**config.mk**
```make
export PLATFORM = sky130hd
export DESIGN_NAME = fetch_queue_flat
export DESIGN_NICKNAME = d
export VERILOG_FILES = /design/src/rtl/fetch_queue_if.sv /design/src/rtl/fetch_queue.sv /design/src/flat_wrapper.sv
export SDC_FILE = /design/constraint.sdc
export NUM_CORES = 1
export LEC_CHECK = 0
export BUFFER_PORTS_ARGS = -buffer_cell sky130_fd_sc_hd__buf_4
export CORE_ASPECT_RATIO = 1.1
export CORE_MARGIN = 5
export CORE_UTILIZATION = 45
export DETAILED_ROUTE_END_ITERATION = 10
export GPL_TIMING_DRIVEN = 0
export SLEW_MARGIN = 5
export SYNTH_ARGS = -nofsm -noshare
export SYNTH_HDL_FRONTEND = slang
export SYNTH_SLANG_ARGS = --single-unit
```
**constraint.sdc**
```tcl
create_clock -name clk -period 7.23 [get_ports clk]
set_input_delay 0.3615 -clock clk [delete_from_list [all_inputs] [get_ports clk]]
set_output_delay 0.3615 -clock clk [all_outputs]
set_load 0.02 [all_outputs]
```
**src/rtl/fetch_queue_if.sv**
```systemverilog
// fetch_queue_if: fetch-to-decode handshake bundle for fetch_queue.
// master is the surrounding pipeline, slave is the queue.
interface fetch_queue_if #(parameter int DEPTH = 8);
  logic                     flush;
  logic                     in_valid;
  logic                     in_ready;
  logic [31:0]              in_pc;
  logic [31:0]              in_instr;
  logic                     in_adel;
  logic                     out_valid;
  logic                     out_ready;
  logic [31:0]              out_pc;
  logic [31:0]              out_instr;
  logic [31:0]              out_pcplus8;
  logic                     out_adel;
  logic [$clog2(DEPTH):0]   count;
  modport master (
    output flush, in_valid, in_pc, in_instr, in_adel, out_ready,
    input  in_ready, out_valid, out_pc, out_instr, out_pcplus8, out_adel, count
  );
  modport slave (
    input  flush, in_valid, in_pc, in_instr, in_adel, out_ready,
    output in_ready, out_valid, out_pc, out_instr, out_pcplus8, out_adel, count
  );
endinterface

```
**src/rtl/fetch_queue.sv**
```systemverilog
// fetch_queue: circular instruction queue between fetch and decode.
// Define FETCHQ_BYPASS_EN to let an empty queue present in_* to decode in the same cycle.
module fetch_queue #(
  parameter int DEPTH = 8
) (
  input  logic          clk,
  input  logic          resetn,
  fetch_queue_if.slave  q
);
  localparam int AW = $clog2(DEPTH);
  localparam int CW = AW + 1;
  logic [AW-1:0] rd_q, rd_d, wr_q, wr_d;
  logic [CW-1:0] cnt_q, cnt_d;
  logic          run_q;
  logic [31:0]   pc_mem    [DEPTH];
  logic [31:0]   instr_mem [DEPTH];
  logic          adel_mem  [DEPTH];
  logic          empty, full, byp, push, pop;
  assign empty = cnt_q == '0;
  assign full  = cnt_q == CW'(DEPTH);
  // run_q keeps in_ready low during reset and releases it on the first edge after
  assign q.in_ready = run_q & ~full & ~q.flush;
`ifdef FETCHQ_BYPASS_EN
  assign byp = run_q & empty & ~q.flush & q.in_valid;
`else
  assign byp = 1'b0;
`endif
  assign q.out_valid   = ~empty | byp;
  assign q.out_pc      = byp ? q.in_pc    : pc_mem[rd_q];
  assign q.out_instr   = byp ? q.in_instr : instr_mem[rd_q];
  assign q.out_adel    = byp ? q.in_adel  : adel_mem[rd_q];
  assign q.out_pcplus8 = q.out_pc + 32'd8;
  assign q.count       = cnt_q;
  // a bypassed entry consumed the same cycle never touches storage
  assign push = q.in_valid & q.in_ready & ~(byp & q.out_ready);
  assign pop  = ~empty & q.out_ready & ~q.flush;
  always_comb begin
    rd_d  = q.flush ? '0 : rd_q + AW'(pop);
    wr_d  = q.flush ? '0 : wr_q + AW'(push);
    cnt_d = q.flush ? '0 : cnt_q + CW'(push) - CW'(pop);
  end
  always_ff @(posedge clk or negedge resetn) begin
    if (!resetn) begin
      rd_q  <= '0;
      wr_q  <= '0;
      cnt_q <= '0;
      run_q <= 1'b0;
    end else begin
      rd_q  <= rd_d;
      wr_q  <= wr_d;
      cnt_q <= cnt_d;
      run_q <= 1'b1;
    end
  end
  always_ff @(posedge clk) begin
    if (push) begin
      pc_mem[wr_q]    <= q.in_pc;
      instr_mem[wr_q] <= q.in_instr;
      adel_mem[wr_q]  <= q.in_adel;
    end
  end
endmodule

```
**src/flat_wrapper.sv**
```systemverilog
// flat-port wrapper written by rule: the top's interface ports become plain ports
module fetch_queue_flat 
#(
  parameter int DEPTH = 8
)
  (clk, resetn, q_flush, q_in_valid, q_in_pc, q_in_instr, q_in_adel, q_out_ready, q_in_ready, q_out_valid, q_out_pc, q_out_instr, q_out_pcplus8, q_out_adel, q_count);
  fetch_queue_if #(.DEPTH(DEPTH)) q_i ();
  input  logic clk;
  input  logic resetn;
  input wire logic [$bits(q_i.flush)-1:0] q_flush;
  input wire logic [$bits(q_i.in_valid)-1:0] q_in_valid;
  input wire logic [$bits(q_i.in_pc)-1:0] q_in_pc;
  input wire logic [$bits(q_i.in_instr)-1:0] q_in_instr;
  input wire logic [$bits(q_i.in_adel)-1:0] q_in_adel;
  input wire logic [$bits(q_i.out_ready)-1:0] q_out_ready;
  output wire logic [$bits(q_i.in_ready)-1:0] q_in_ready;
  output wire logic [$bits(q_i.out_valid)-1:0] q_out_valid;
  output wire logic [$bits(q_i.out_pc)-1:0] q_out_pc;
  output wire logic [$bits(q_i.out_instr)-1:0] q_out_instr;
  output wire logic [$bits(q_i.out_pcplus8)-1:0] q_out_pcplus8;
  output wire logic [$bits(q_i.out_adel)-1:0] q_out_adel;
  output wire logic [$bits(q_i.count)-1:0] q_count;
  assign q_i.flush = q_flush;
  assign q_i.in_valid = q_in_valid;
  assign q_i.in_pc = q_in_pc;
  assign q_i.in_instr = q_in_instr;
  assign q_i.in_adel = q_in_adel;
  assign q_i.out_ready = q_out_ready;
  assign q_in_ready = q_i.in_ready;
  assign q_out_valid = q_i.out_valid;
  assign q_out_pc = q_i.out_pc;
  assign q_out_instr = q_i.out_instr;
  assign q_out_pcplus8 = q_i.out_pcplus8;
  assign q_out_adel = q_i.out_adel;
  assign q_count = q_i.count;
  fetch_queue #(.DEPTH(DEPTH)) u_core (.clk(clk), .resetn(resetn), .q(q_i));
endmodule
```
== After elaboration in Yosys (flattened, before gate mapping) ==
Memory sizes are Yosys's and may differ from the RTL's.
Cells that the tools add are included.
Storage, ports and cells
  register bits after elaboration: 11
  memory bits (writable): 520
  input bits: 70
  output and inout port bits: 103
  memories: 3
Operators by class
  add/sub/neg operators: 5
  equal/unequal tests: 1
  muxes and demuxes: 5
  bitwise operators: 8
  reduce and logical (&&, ||, !) cells: 1
Memories
  u_core.instr_mem: depth 8, bits a word 32, rd ports 1, clocked after memory_dff 0, wr ports 1, line fetch_queue.sv:16  | logic [31:0] instr_mem [DEPTH];
  u_core.pc_mem: depth 8, bits a word 32, rd ports 1, clocked after memory_dff 0, wr ports 1, line fetch_queue.sv:15  | logic [31:0] pc_mem [DEPTH];
  u_core.adel_mem: depth 8, bits a word 1, rd ports 1, clocked after memory_dff 0, wr ports 1, line fetch_queue.sv:17  | logic adel_mem [DEPTH];
Operators with widths (number)
  32-bit by 4-bit adder with 32-bit output, second input constant: 1
  3-bit by 1-bit adder with 3-bit output: 2
  3-bit 2-to-1 mux: 2
  1-bit AND: 5
  4-bit by 1-bit adder with 4-bit output: 1
  4-bit equality test, second input constant: 1
  4-bit logical NOT: 1
  4-bit 2-to-1 mux: 1
  4-bit by 1-bit subtractor with 4-bit output: 1
  1-bit inverter: 3
  1-bit 2-to-1 mux: 2

== Longest topological paths before layout ==
  depth in word-level cells: 8
  depth in mapped cells: 14
  gate-level depth less buffers: 11

== Worst setup path before layout ==
Ideal clock, no wire load.
  path type: flip-flop to flip-flop
  from: register u_core.cnt_q[2] (netlist: u_core.q.count[2])
  to: memory u_core.adel_mem[0], enable pin
  setup time: 568 ps
  arrival time: 5897 ps
  required time: 6662 ps
  path slack: 765 ps
  cell stages (with the launch flop): 7
  buffers on the path: 0
  period minus slack after synthesis: 6465 ps
  path through: dfrtp_1 > inv_1 > ha_1 > a21oi_1 > and2_1 > nand2b_1 > nor3_1
Between the ends
  longest elaborated chain between the ends: 7
RTL lines
  start: declaration: line fetch_queue.sv:13  | logic [CW-1:0] cnt_q, cnt_d;
  start signal: assignment: line fetch_queue.sv:51  | cnt_q <= cnt_d;
  4-bit equality test: line fetch_queue.sv:20  | assign full = cnt_q == CW'(DEPTH);
  1-bit inverter: line fetch_queue.sv:22  | assign q.in_ready = run_q & ~full & ~q.flush;
  1-bit AND (2 in a row): line fetch_queue.sv:22
  via q_in_ready: line flat_wrapper.sv:16  | output wire logic [$bits(q_i.in_ready)-1:0] q_in_ready;
  1-bit AND: line fetch_queue.sv:35  | assign push = q.in_valid & q.in_ready & ~(byp & q.out_ready);
  1-bit 2-to-1 mux: line fetch_queue.sv:56  | if (push) begin
  1-bit 2-to-1 mux (implied by the code): line fetch_queue.sv:59  | adel_mem[wr_q] <= q.in_adel;
  end: declaration: line fetch_queue.sv:17
The timed path passes the listed nets, and every way through them passes these cells.

== Worst setup path after layout ==
  from: register u_core.rd_q[0]
  to: output q_out_pcplus8[31]
Between the ends
  longest elaborated chain between the ends: 2
RTL lines
  start: declaration: line fetch_queue.sv:12  | logic [AW-1:0] rd_q, rd_d, wr_q, wr_d;
  start signal: assignment: line fetch_queue.sv:49  | rd_q <= rd_d;
  memory read 8 x 32 bit
  32-bit by 4-bit adder with 32-bit output: line fetch_queue.sv:32  | assign q.out_pcplus8 = q.out_pc + 32'd8;
  end: declaration: line flat_wrapper.sv:20  | output wire logic [$bits(q_i.out_pcplus8)-1:0] q_out_pcplus8;
Every way passes these cells.

==> results.json <==
{
  "sequential_share_of_the_synthesized_area_pct": 75.6,
  "die_y_um": 237,
  "detail_route.iter0.violations": 616,
  "vdd.ir_drop.worst_mv": 0.187,
  "worst_slew_pin_slew_ns": 0.889,
  "timing.max_slew.rel_slack_pct": 40.8,
  "layout-drive-gt1-share_pct": 37.9,
  "rr_startpoint": "u_core.q.count[2]$_DFF_PN0_",
  "synth.largest_area_cell": "sky130_fd_sc_hd__edfxtp_1",
  "drc_errors": 0,
  "grt_start_max_net_pins": 24,
  "post-cts-setup-buffer-count": 0,
  "synth.yosys.warnings": 0,
  "r2r-end": "u_core.instr_mem[1][9]$_DFFE_PP_",
  "h-tree-depth": 2,
  "antenna_found_initial": 4,
  "max_freq_ghz": 0.203,
  "hold_viol": 0,
  "synth_top_cell_area_share_pct": 74.3,
  "postSynth.asyncResetShare_pct": 2.07,
  "critPathLaunchType": "flip-flop",
  "final_antenna_net_count": 0,
  "synth_nets": 1005,
  "p_leak_nw": 8.61,
  "period_minus_slack_ns": 4.93,
  "via_count": 10113,
  "finalSetupViolCount": 0,
  "place.gp.congestion": 0.710,
  "first_pass_iters": 4,
  "initial_standard_cell_utilization_of_the_core_pct": 45.3,
  "synth_edf_count": 520,
  "cts_sinks": 531,
  "status": "finished, final reports clean",
  "cpMaxStageDelayCell": "sky130_fd_sc_hd__nor4_2",
  "critical_path_peak_fanout": 10,
  "placed_cells_incl_taps": 1726,
  "yosys_register_bits": 531,
  "cp.arrival_ns": 4.57,
  "grt_util_all_layers_pct": 17.8,
  "critical_path_depth": 15,
  "critical_path.cell_chain": "buf_6 > buf_12 > buf_12 > buf_6 > buf_6 > buf_2 > mux2i_1 > inv_1 > ha_1 > nand3_1 > or2_2 > buf_4 > nor4_2 > xor2_1 > buf_4",
  "die_width_um": 216,
  "ys.flop_type": "sky130_fd_sc_hd__edfxtp_1",
  "root_buffer": "sky130_fd_sc_hd__clkbuf_16",
  "fin_area_um2": 26100,
  "reg2reg_slack_ns": 4.21,
  "skew_ns": 0.0101,
  "most-common-layout-cells": "sky130_fd_sc_hd__edfxtp_1 (520), sky130_fd_sc_hd__buf_4 (193), sky130_fd_sc_hd__mux4_2 (107)",
  "postRouteWirelength_um": 45500,
  "clk_latency_ns": 0.60,
  "worst-r2r-cell-count": 10,
  "fp.coreArea_um2": 46400,
  "final_core_utilization_pct": 56.2,
  "final.period_utilization_pct": 68.2,
  "netlist-cell-type-count": 43,
  "startpoint": "u_core.rd_q[0]$_DFF_PN0_",
  "clk_pin_slew_ns": 0.06,
  "crit_buf_inv": 9,
  "most_common_cell_after_layout_fill_and_taps_aside": "sky130_fd_sc_hd__edfxtp_1",
  "max_stage_delay_ns": 0.49,
  "wl_per_cell_um": 24.0,
  "cap_violations": 0,
  "wl_met3_um": 1990,
  "ys_top_cells_by_area": "sky130_fd_sc_hd__edfxtp_1 (74%), sky130_fd_sc_hd__mux4_2 (11%), sky130_fd_sc_hd__mux4_1 (2.9%)",
  "post_synth_instance_area_um2": 21000,
  "portBuffers": 172,
  "grt_first_pass_wirelength_um": 68400,
  "power_density_nw_per_um2": 278,
  "cp_common_cell": "sky130_fd_sc_hd__buf_6",
  "synthToLayoutAreaGrowth_pct": 24.1,
  "slew_violations": 0,
  "critPathKind": "reg -> out",
  "io_pins": 173,
  "placedInstanceArea_um2": 23700,
  "grt-ovfl-total": 0,
  "die_area_um2": 51100,
  "num-nets-final": 1335,
  "tritoncts": "built",
  "cts_buffer_depth": 3,
  "numCtsBuffers": 54,
  "hold_path.class": "in -> async",
  "grt_setup_unrepaired": "false",
  "syn-instance-count": 923,
  "vias_in_the_first_global_route": 10871,
  "core.rowCount": 83,
  "hpwl_um": 29400,
  "crit_path_end": "q_out_pcplus8[31]",
  "setup.worst_path.end_class": "primary output",
  "top_signal_layer_used": "met5",
  "critPathRequiredTime_ns": 6.87,
  "route.detailed.vias_per_inst": 5.34,
  "drt-met1-wl_um": 19500,
  "final-instance-count-excl-fill": 1893,
  "syn-mean-instance-area_um2": 22.8,
  "met2RoutedLength_um": 23200,
  "cpLargestDelayFamily": "buffers and inverters"
}
-- registers in the layout (all words and copies together) (netlist names) --
name / count
u_core.instr_mem: 256
u_core.pc_mem: 256
u_core.adel_mem: 8
u_core.q.count: 4
u_core.rd_q: 3
u_core.wr_q: 3
u_core.run_q: 1
-- per-stage QoR --
stage	total power (W)	setup TNS, ns	setup WS, ns	hold WS (ns)
2_1_floorplan	0.00419	0	0.765	0.0659
3_3_place_gp	0.00458	-669.09	-4.00	0.208
3_5_place_dp	0.00459	0	2.85	0.206
4_1_cts	0.00733	0	2.17	0.0887
5_1_grt	0.00752	0	2.01	0.119
6_report	0.00725	0	2.30	0.128
-- power by group --
part	switching (W)	internal [W]	leakage (nW)
Sequential	0.0000139	0.00342	4.83
Combinational	0.000573	0.000533	2.95
Clock	0.00115	0.00156	0.825
Total	0.00173	0.00551	8.61
-- how the worst min path moves through the flow --
stage / startpoint / slack [ns] / to / cells past startpoint
2_1_floorplan: resetn / 0.07 / u_core.q.count[0]$_DFF_PN0_ / 0
3_3_place_gp: resetn / 0.21 / u_core.q.count[0]$_DFF_PN0_ / 1
3_5_place_dp: resetn / 0.21 / u_core.q.count[0]$_DFF_PN0_ / 1
4_1_cts: resetn / 0.09 / u_core.run_q$_DFF_PN0_ / 2
5_1_grt: resetn / 0.12 / u_core.run_q$_DFF_PN0_ / 2
6_report: resetn / 0.13 / u_core.run_q$_DFF_PN0_ / 2
-- metal layers --
metal	track usage [%]	vias up
met4	3.80	6
li1	-	4496
met3	3.47	61
met1	24.2	5335
met5	0	-
met2	30.3	215
-- cell families (layout without fill, tap and decap cells) --
logic type / Yosys count / count (layout) / synth area share (%)
DFF: 531 / 531 / 75.6
adders and majority gates: 12 / 12 / 0.750
buffers and inverters: 72 / 446 / 2.02
muxes: 195 / 195 / 17.8
other: 1 / 2 / 0.0178
AOI/OAI and AO/OA: 5 / 5 / 0.167
xor gates and xnor gates: 30 / 30 / 1.25
and+or+nand+nor: 77 / 77 / 2.35
-- repair_timing --
item / in CTS / in global routing
setup endpoints to repair: 0 / 0
resized for setup: 0 / 0
hold buffers: 66 / 0
endpoints found under the hold margin: 531 / 0
-- cell usage after synthesis (2+ instances only) --
| master | n |
|---|---|
| sky130_fd_sc_hd__edfxtp_1 | 520 |
| sky130_fd_sc_hd__mux4_2 | 107 |
| sky130_fd_sc_hd__mux2_2 | 43 |
| sky130_fd_sc_hd__xnor2_1 | 29 |
| sky130_fd_sc_hd__inv_1 | 28 |
| sky130_fd_sc_hd__mux4_1 | 23 |
| sky130_fd_sc_hd__nor2_1 | 20 |
| sky130_fd_sc_hd__mux2i_1 | 17 |
| sky130_fd_sc_hd__buf_2 | 13 |
| sky130_fd_sc_hd__buf_4 | 12 |
| sky130_fd_sc_hd__dfrtp_1 | 11 |
| sky130_fd_sc_hd__ha_1 | 11 |
| sky130_fd_sc_hd__nand2_1 | 11 |
| sky130_fd_sc_hd__nor2b_1 | 7 |
| sky130_fd_sc_hd__buf_6 | 6 |
| sky130_fd_sc_hd__clkbuf_1 | 6 |
| sky130_fd_sc_hd__nand2b_1 | 6 |
| sky130_fd_sc_hd__nor3_1 | 6 |
| sky130_fd_sc_hd__nand3_1 | 5 |
| sky130_fd_sc_hd__buf_1 | 4 |
| sky130_fd_sc_hd__mux2i_2 | 4 |
| sky130_fd_sc_hd__nor3_2 | 4 |
| sky130_fd_sc_hd__a21oi_1 | 3 |
| sky130_fd_sc_hd__buf_12 | 3 |
| sky130_fd_sc_hd__nor4_2 | 3 |
| sky130_fd_sc_hd__nand4_1 | 2 |
| sky130_fd_sc_hd__nor4_1 | 2 |
| sky130_fd_sc_hd__nor4_4 | 2 |
-- area by class of cell --
cell class	instances	area (um2)
flip-flops and latches	531	15900
well taps	595	744
multi-input cells	320	4750
clock inverters	32	323
clock buffers	68	1400
fillers	3479	20300
diodes	1	2.50
inverters	28	105
repair buffers	274	2530
plain buffers	44	320
No activity file was read; power rests on OpenSTA's default activity.
